<file path="src/rtl/ifetch_window_pkg.sv">
// Shared constants and types for the instruction prefetch window.
package ifetch_window_pkg;

    localparam int unsigned INST_BYTES = 10;
    localparam int unsigned WORD_BYTES = 8;
    localparam int unsigned WIN_WORDS  = 3;
    localparam int unsigned WIN_BYTES  = WIN_WORDS * WORD_BYTES;
    localparam int unsigned WORD_W     = WORD_BYTES * 8;
    localparam int unsigned INST_W     = INST_BYTES * 8;
    localparam int unsigned CNT_W      = 2;

    typedef enum logic [1:0] {
        FS_IDLE = 2'd0,
        FS_FILL = 2'd1,
        FS_ERR  = 2'd2
    } fstate_e;

    // word[0] occupies the low bits, so the flat vector is little-endian by byte
    typedef logic [WIN_WORDS-1:0][WORD_W-1:0] window_t;

endpackage

</file>
<file path="src/rtl/fetch_window_extract.sv">
// Combinational hit/overflow detection and 10-byte extraction from the window.
module fetch_window_extract
    import ifetch_window_pkg::*;
#(
    parameter int unsigned ADDR_W = 64
) (
    input  logic [ADDR_W-1:0] base,
    input  window_t           words,
    input  logic              valid,
    input  logic [ADDR_W-1:0] pc,
    output logic              hit,
    output logic              overflow,
    output logic [INST_W-1:0] inst
);

    localparam int unsigned       OFF_W     = 4;
    localparam logic [ADDR_W-1:0] MAX_OFF   = ADDR_W'(WIN_BYTES - INST_BYTES);
    localparam logic [ADDR_W-1:0] OVF_LIMIT = {ADDR_W{1'b1}} - ADDR_W'(INST_BYTES - 1);

    logic [ADDR_W-1:0]      offset;
    logic [OFF_W-1:0]       sel;
    logic [WIN_BYTES*8-1:0] flat;
    logic [INST_W-1:0]      shifted;

    // pc+9 <= base+23 is evaluated as (pc-base) <= 14 once pc >= base holds
    always_comb begin
        offset   = pc - base;
        overflow = pc > OVF_LIMIT;
        hit      = valid && !overflow && (pc >= base) && (offset <= MAX_OFF);
        sel      = offset[OFF_W-1:0];
        flat     = words;
        shifted  = INST_W'(flat >> {sel, 3'b000});
        inst     = '0;
        if (hit) begin
            for (int k = 0; k < int'(INST_BYTES); k++) begin
                inst[INST_W-1-8*k -: 8] = shifted[8*k +: 8];
            end
        end
    end

endmodule

</file>
<file path="src/rtl/ifetch_window.sv">
// Instruction-side responder: 3-word prefetch window filled over a req/ack word bus.
module ifetch_window
    import ifetch_window_pkg::*;
#(
    parameter int unsigned ADDR_W = 64
) (
    input  logic              clk_i,
    input  logic              rst_i,
    input  logic [ADDR_W-1:0] pc_i,
    input  logic              inv_i,
    output logic [INST_W-1:0] inst_o,
    output logic              i_mem_error_o,
    output logic              stall_o,
    output logic              mem_req_o,
    output logic [ADDR_W-1:0] mem_addr_o,
    input  logic              mem_ack_i,
    input  logic [WORD_W-1:0] mem_rdata_i,
    input  logic              mem_err_i
);

    localparam logic [ADDR_W-1:0] ALIGN_MASK = ~ADDR_W'(WORD_BYTES - 1);

    fstate_e           state_q;
    logic [ADDR_W-1:0] base_q;
    logic [ADDR_W-1:0] fbase_q;
    logic [ADDR_W-1:0] err_pc_q;
    window_t           words_q;
    logic              valid_q;
    logic              discard_q;
    logic [CNT_W-1:0]  cnt_q;

    logic              hit_c;
    logic              overflow_c;
    logic [INST_W-1:0] inst_c;

    fetch_window_extract #(
        .ADDR_W (ADDR_W)
    ) u_extract (
        .base     (base_q),
        .words    (words_q),
        .valid    (valid_q),
        .pc       (pc_i),
        .hit      (hit_c),
        .overflow (overflow_c),
        .inst     (inst_c)
    );

    // Fill FSM: a fill always runs to completion; pc changes are re-checked afterwards
    always_ff @(posedge clk_i) begin
        if (rst_i) begin
            state_q    <= FS_IDLE;
            base_q     <= '0;
            fbase_q    <= '0;
            err_pc_q   <= '0;
            words_q    <= '0;
            valid_q    <= 1'b0;
            discard_q  <= 1'b0;
            cnt_q      <= '0;
            mem_req_o  <= 1'b0;
            mem_addr_o <= '0;
        end else begin
            case (state_q)
                FS_IDLE: begin
                    if (!hit_c && !overflow_c) begin
                        fbase_q    <= pc_i & ALIGN_MASK;
                        mem_addr_o <= pc_i & ALIGN_MASK;
                        mem_req_o  <= 1'b1;
                        cnt_q      <= '0;
                        valid_q    <= 1'b0;
                        discard_q  <= 1'b0;
                        state_q    <= FS_FILL;
                    end else if (inv_i) begin
                        valid_q <= 1'b0;
                    end
                end
                FS_FILL: begin
                    if (inv_i) begin
                        discard_q <= 1'b1;
                    end
                    if (mem_ack_i) begin
                        if (mem_err_i) begin
                            err_pc_q  <= pc_i;
                            valid_q   <= 1'b0;
                            mem_req_o <= 1'b0;
                            state_q   <= FS_ERR;
                        end else begin
                            words_q[cnt_q] <= mem_rdata_i;
                            if (cnt_q == CNT_W'(WIN_WORDS - 1)) begin
                                // an invalidate on the final edge also counts
                                base_q    <= fbase_q;
                                valid_q   <= !(discard_q || inv_i);
                                mem_req_o <= 1'b0;
                                cnt_q     <= '0;
                                state_q   <= FS_IDLE;
                            end else begin
                                cnt_q      <= cnt_q + CNT_W'(1);
                                mem_addr_o <= mem_addr_o + ADDR_W'(WORD_BYTES);
                            end
                        end
                    end
                end
                FS_ERR: begin
                    if (pc_i != err_pc_q) begin
                        state_q <= FS_IDLE;
                    end
                end
                default: begin
                    state_q <= FS_IDLE;
                end
            endcase
        end
    end

    // Fetch-facing outputs follow pc_i within the same cycle
    always_comb begin
        stall_o       = !hit_c && !overflow_c && (state_q != FS_ERR);
        i_mem_error_o = overflow_c || ((state_q == FS_ERR) && (pc_i == err_pc_q));
        inst_o        = hit_c ? inst_c : '0;
    end

endmodule

</file>
<file path="config.mk">
export PLATFORM = sky130hd
export DESIGN_NAME = ifetch_window
export DESIGN_NICKNAME = d
export VERILOG_FILES = /design/src/rtl/ifetch_window_pkg.sv /design/src/rtl/fetch_window_extract.sv /design/src/rtl/ifetch_window.sv
export SDC_FILE = /design/constraint.sdc
export NUM_CORES = 2
export LEC_CHECK = 0
export BUFFER_PORTS_ARGS = -buffer_cell sky130_fd_sc_hd__buf_2
export CAP_MARGIN = 20
export CORE_UTILIZATION = 30
export DETAILED_ROUTE_END_ITERATION = 6
export GPL_TIMING_DRIVEN = 0
export MAX_ROUTING_LAYER = met4
export PLACE_DENSITY = 0.52
export SLEW_MARGIN = 20
export SYNTH_ARGS = -nofsm -noshare
export SYNTH_HDL_FRONTEND = slang
export SYNTH_HIERARCHICAL = 1
export SYNTH_SLANG_ARGS = --single-unit
</file>
<file path="constraint.sdc">
create_clock -name clk_i -period 5.3 [get_ports clk_i]
set_clock_uncertainty 0.2 [all_clocks]
set_input_delay 0.265 -clock clk_i [delete_from_list [all_inputs] [get_ports clk_i]]
set_output_delay 0.265 -clock clk_i [all_outputs]
set_load 0.05 [all_outputs]
</file>
==> metrics.md <==
| Metric | Value |
|---|---|
| Outcome | finished, violations left |
| Violated checks | setup timing |
| Slew Limit Fails | 0 |
| Crit Path Class | input port to output port |
| Asr flop ratio synth | 0% |
| DRC violation count after routing | 0 |
| Synth Flop Type | dfxtp_1 |
| CTS tree | done |
| Largest net degree at the start of global routing | 17 |
| Clock buffer depth | 3 |
| Total wire length | about 180000 um |
| HP Class | input port to flip-flop |
| Final WS setup | -227 ps |
| Critical Path Max Stage Delay | 810 ps |
| Critical Path Sink Type | output port |
| Startpoint class of the critical path | input port |
| RePlAce Congestion | 1.14 |
| Crit path DAT | 5060 ps |
| Syn. warnings | 6 |
| Share of layout cells above drive strength 1 | 24.1% |
| Final min period | about 5500 ps |
| Synth top area cells | dfxtp_1 29%, nand2_1 13%, a21oi_1 9.1% |
| Internal power | about 0.0066 W |
| Seq/Total Area, Yosys | between 20% and 30% |
| Syn_area_per_cell | 7.32 um^2 |
| Setup Viol. Count Final | 81 |
| Area share of the largest cell type after synthesis | ~29% |
| Sw frac | a little under two fifths |
| Initial DRT Pass Iterations | 6 |
| CP endpoint | inst_o[70] |
| Area of the core | 100000 um^2 |
| Synth area leader | dfxtp_1 |
| TritonCTS buffer count | 52 |
| Combinational Power Share | 30.4% |
| Sequential fraction of design power | 34.0% |
| Crit. path cell count | 15 |
| Critical Path, Cell by Cell | buf_2, inv_1, ha_1, clkbuf_1, clkbuf_1, buf_1, mux2_2, o21ai_0, nor2_1, a31oi_1, nor2_1, a21oi_1, nor4_2, and2_4, buf_8 |
| Die H | 321 um |
| Post-Syn Area | 30500 um^2 |
| Max_cap viols | 0 |
| Yosys cell types | 103 |
| Routed WL per cell | slightly below 30 um |
| Worst Reg-to-Reg Cells | 24 |
| Worst Max-Slew Pin Slew | 1290 ps |
| Die width | 321 um |
| Flop2flop setup slack | approximately 70 ps |
| Post-Syn Instances | between 4000 and 5000 |
| Clock transition at path regs | 60 ps |
| DRT iter0 DRCs | 4141 |
| Final net count | 4969 |
| Core Rows | 116 |
| I/O Buffers | 275 |
| Antenna-violating nets left | 0 |
| Worst-skew pair later-pin latency | 670 ps |
| Routed vias/inst | 5.77 |
| Final std cells w/o fill | 6181 |
| Fin. Hold Viols | 0 |
| Commonest non-fill, non-tap cell in the layout | nand2_1 |
| Slew margin rel. | 13.1% |
| Switching pwr | 0.00403 W |
| Filler Cell Count | 10428 |
| DIE AREA | 103000 um^2 |
| Critical-path top delay cell | o21ai_0 |
| CP delay by family, top | buffers and inverters |
| Placed cells | 5804 |
| RSZ-0062 raised after global routing | yes |
| Clock power frac | 35.6% |
| Reg-to-reg endpoint | valid_q |
| Post-synthesis register bit count | 446 |
| Most frequent cells in the layout | 1065 x nand2_1, 512 x a21oi_1, 423 x dfxtp_1 |
| Leakage | 14.8 nW |
| Fin Setup TNS | -8970 ps |
| Vias in the first global route | 33171 |
| Antenna violations before repair | 5 |
| Worst setup path startpoint | pc_i[0] |
| IO Pins | 280 |
| Critical path buffers and inverters | 6 |
| H-tree depth | 2 |
| Fmax | 181 MHz |
| Global-route wire length before repair | 249000 um |
| Grt total ovfl | 0 |
| Required time worst endpoint | ~4800 ps |
| Initial cell density of the core | 30.4% |
| EDFF count, synth | 0 |
| R2R Path Start | base_q[29] |
| DP HPWL | 140000 um |
| Peak supply drop | 0.276 mV |
| Clk sink count | 446 |
| P per Cell Area | around 260 nW/um^2 |
| Gr usage total | about a third |
| P&R area growth vs syn | 34.5% |
| Crit-path max FO | 10 |
| Via count | 35659 |
| Clk root buf | clkbuf_16 |
| Final period utilization | 104% |
==> layout make-up <==
type	count	area (um^2)	share of cell area (%)
Multi-Input combinational cell	3285	21600	52.7
Inverter	126	475	1.16
Buffer	304	1600	3.90
Antenna cell	13	32.5	0.0794
Clock buffer	74	1520	3.72
Tap cell	1357	1700	4.14
Timing Repair Buffer	555	4830	11.8
Clock inverter	21	260	0.635
Sequential cell	446	8960	21.9
==> cells in the mapped netlist (38+ instances only) <==
library cell	n
nand2_1	1080
a21oi_1	552
dfxtp_1	446
clkbuf_1	222
nor2_1	182
mux2i_1	159
o21ai_0	158
inv_1	125
and2_1	90
mux2_2	89
nand4_1	81
nor4_2	75
ha_1	65
nand3_1	63
buf_1	46
a31oi_1	45
nor3_1	45
xor2_1	41
nor4_1	38
==> worst min path at each step <==
| stage | from | to | slack, ps | depth (start not counted) |
|---|---|---|---|---|
| 3_3_place_gp | fbase_q[15] | base_q[15] | 240 | 2 |
| 5_1_grt | pc_i[22] | mem_addr_o[22] | 30 | 4 |
| 6_report | pc_i[20] | mem_addr_o[20] | 50 | 4 |
| 2_1_floorplan | pc_i[39] | mem_addr_o[39] | 190 | 2 |
| 3_5_place_dp | fbase_q[15] | base_q[15] | 240 | 2 |
| 4_1_cts | pc_i[20] | mem_addr_o[20] | 2 | 4 |
==> state kept, by name, indices dropped and copies added (netlist names) <==
register / flops
mem_addr_o: 61
base_q: 61
words_q: 192
discard_q: 1
mem_req_o: 1
fbase_q: 61
err_pc_q: 64
valid_q: 1
cnt_q: 2
state_q: 2
==> power groups by stage <==
| stage | clock, W | combinational, W | sequential (W) |
|---|---|---|---|
| 2_1_floorplan | 0 | 0.00149 | 0.00380 |
| 3_3_place_gp | 0 | 0.00277 | 0.00369 |
| 3_5_place_dp | 0 | 0.00275 | 0.00369 |
| 4_1_cts | 0.00383 | 0.00305 | 0.00362 |
| 5_1_grt | 0.00396 | 0.00333 | 0.00364 |
| 6_report | 0.00379 | 0.00324 | 0.00362 |
==> worst register-to-register path: stages, from the launching register on <==
cell and delay [ps]:
dfxtp_2 330, inv_2 40, ha_4 230, buf_12 150, a21oi_4 230, o21ai_4 100
buf_4 160, nand2b_1 150, a221o_1 390, o2111ai_4 100, mux2i_1 140, a211o_1 330
nor4_2 290, and4_4 270, nand4_4 190, buf_8 200, nor3_4 150, buf_12 170
clkbuf_16 190, buf_4 170, nor2_2 70, nor2_1 80, o311ai_1 90, a21oi_1 150
dlygate4sd3_1 560
==> through the flow <==
| stage | instance area [um^2] | hold slack (ps) | util [%] | power, W | setup WS (ps) |
|---|---|---|---|---|---|
| floorplan | 30500 | 189 | - | 0.00529 | 377 |
| global placement | 33600 | 243 | 33.4 | 0.00646 | -3250 |
| detailed placement | 33600 | 244 | 33.5 | 0.00644 | -3120 |
| CTS | 40000 | 2.46 | 39.8 | 0.0105 | -70.6 |
| global route | 41000 | 34.2 | 40.8 | 0.0109 | -246 |
| finish | 41000 | 51.1 | 40.8 | 0.0107 | -227 |
==> repair_timing <==
action                     in CTS  in global routing
resized for setup             667                171
setup buffers                  85                 50
pin swaps                      98                 61
setup endpoints to repair     209                208
hold buffers                  137                  0
gates cloned                    5                  1
hold endpoints to repair      348                  0
==> logic make-up after synthesis <==
group / synth area share (%)
buffers and inverters: 5.79
adders and majority gates: 2.73
and+or+nand+nor: 27.8
muxes: 10.8
xor gates and xnor gates: 2.15
DFF: 29.3
AOI/OAI and AO/OA: 21.4
other: 0.0123
==> per-layer routing <==
| layer | global-route usage (%) | vias to the layer above | wire [um] |
|---|---|---|---|
| met3 | 5.18 | 502 | 15100 |
| met5 | - | - | 0 |
| met2 | 52.0 | 2072 | 78400 |
| li1 | - | 15908 | - |
| met4 | 22.7 | 0 | 13800 |
| met1 | 43.3 | 17177 | 72900 |
No activity file was read; power rests on OpenSTA's default activity.
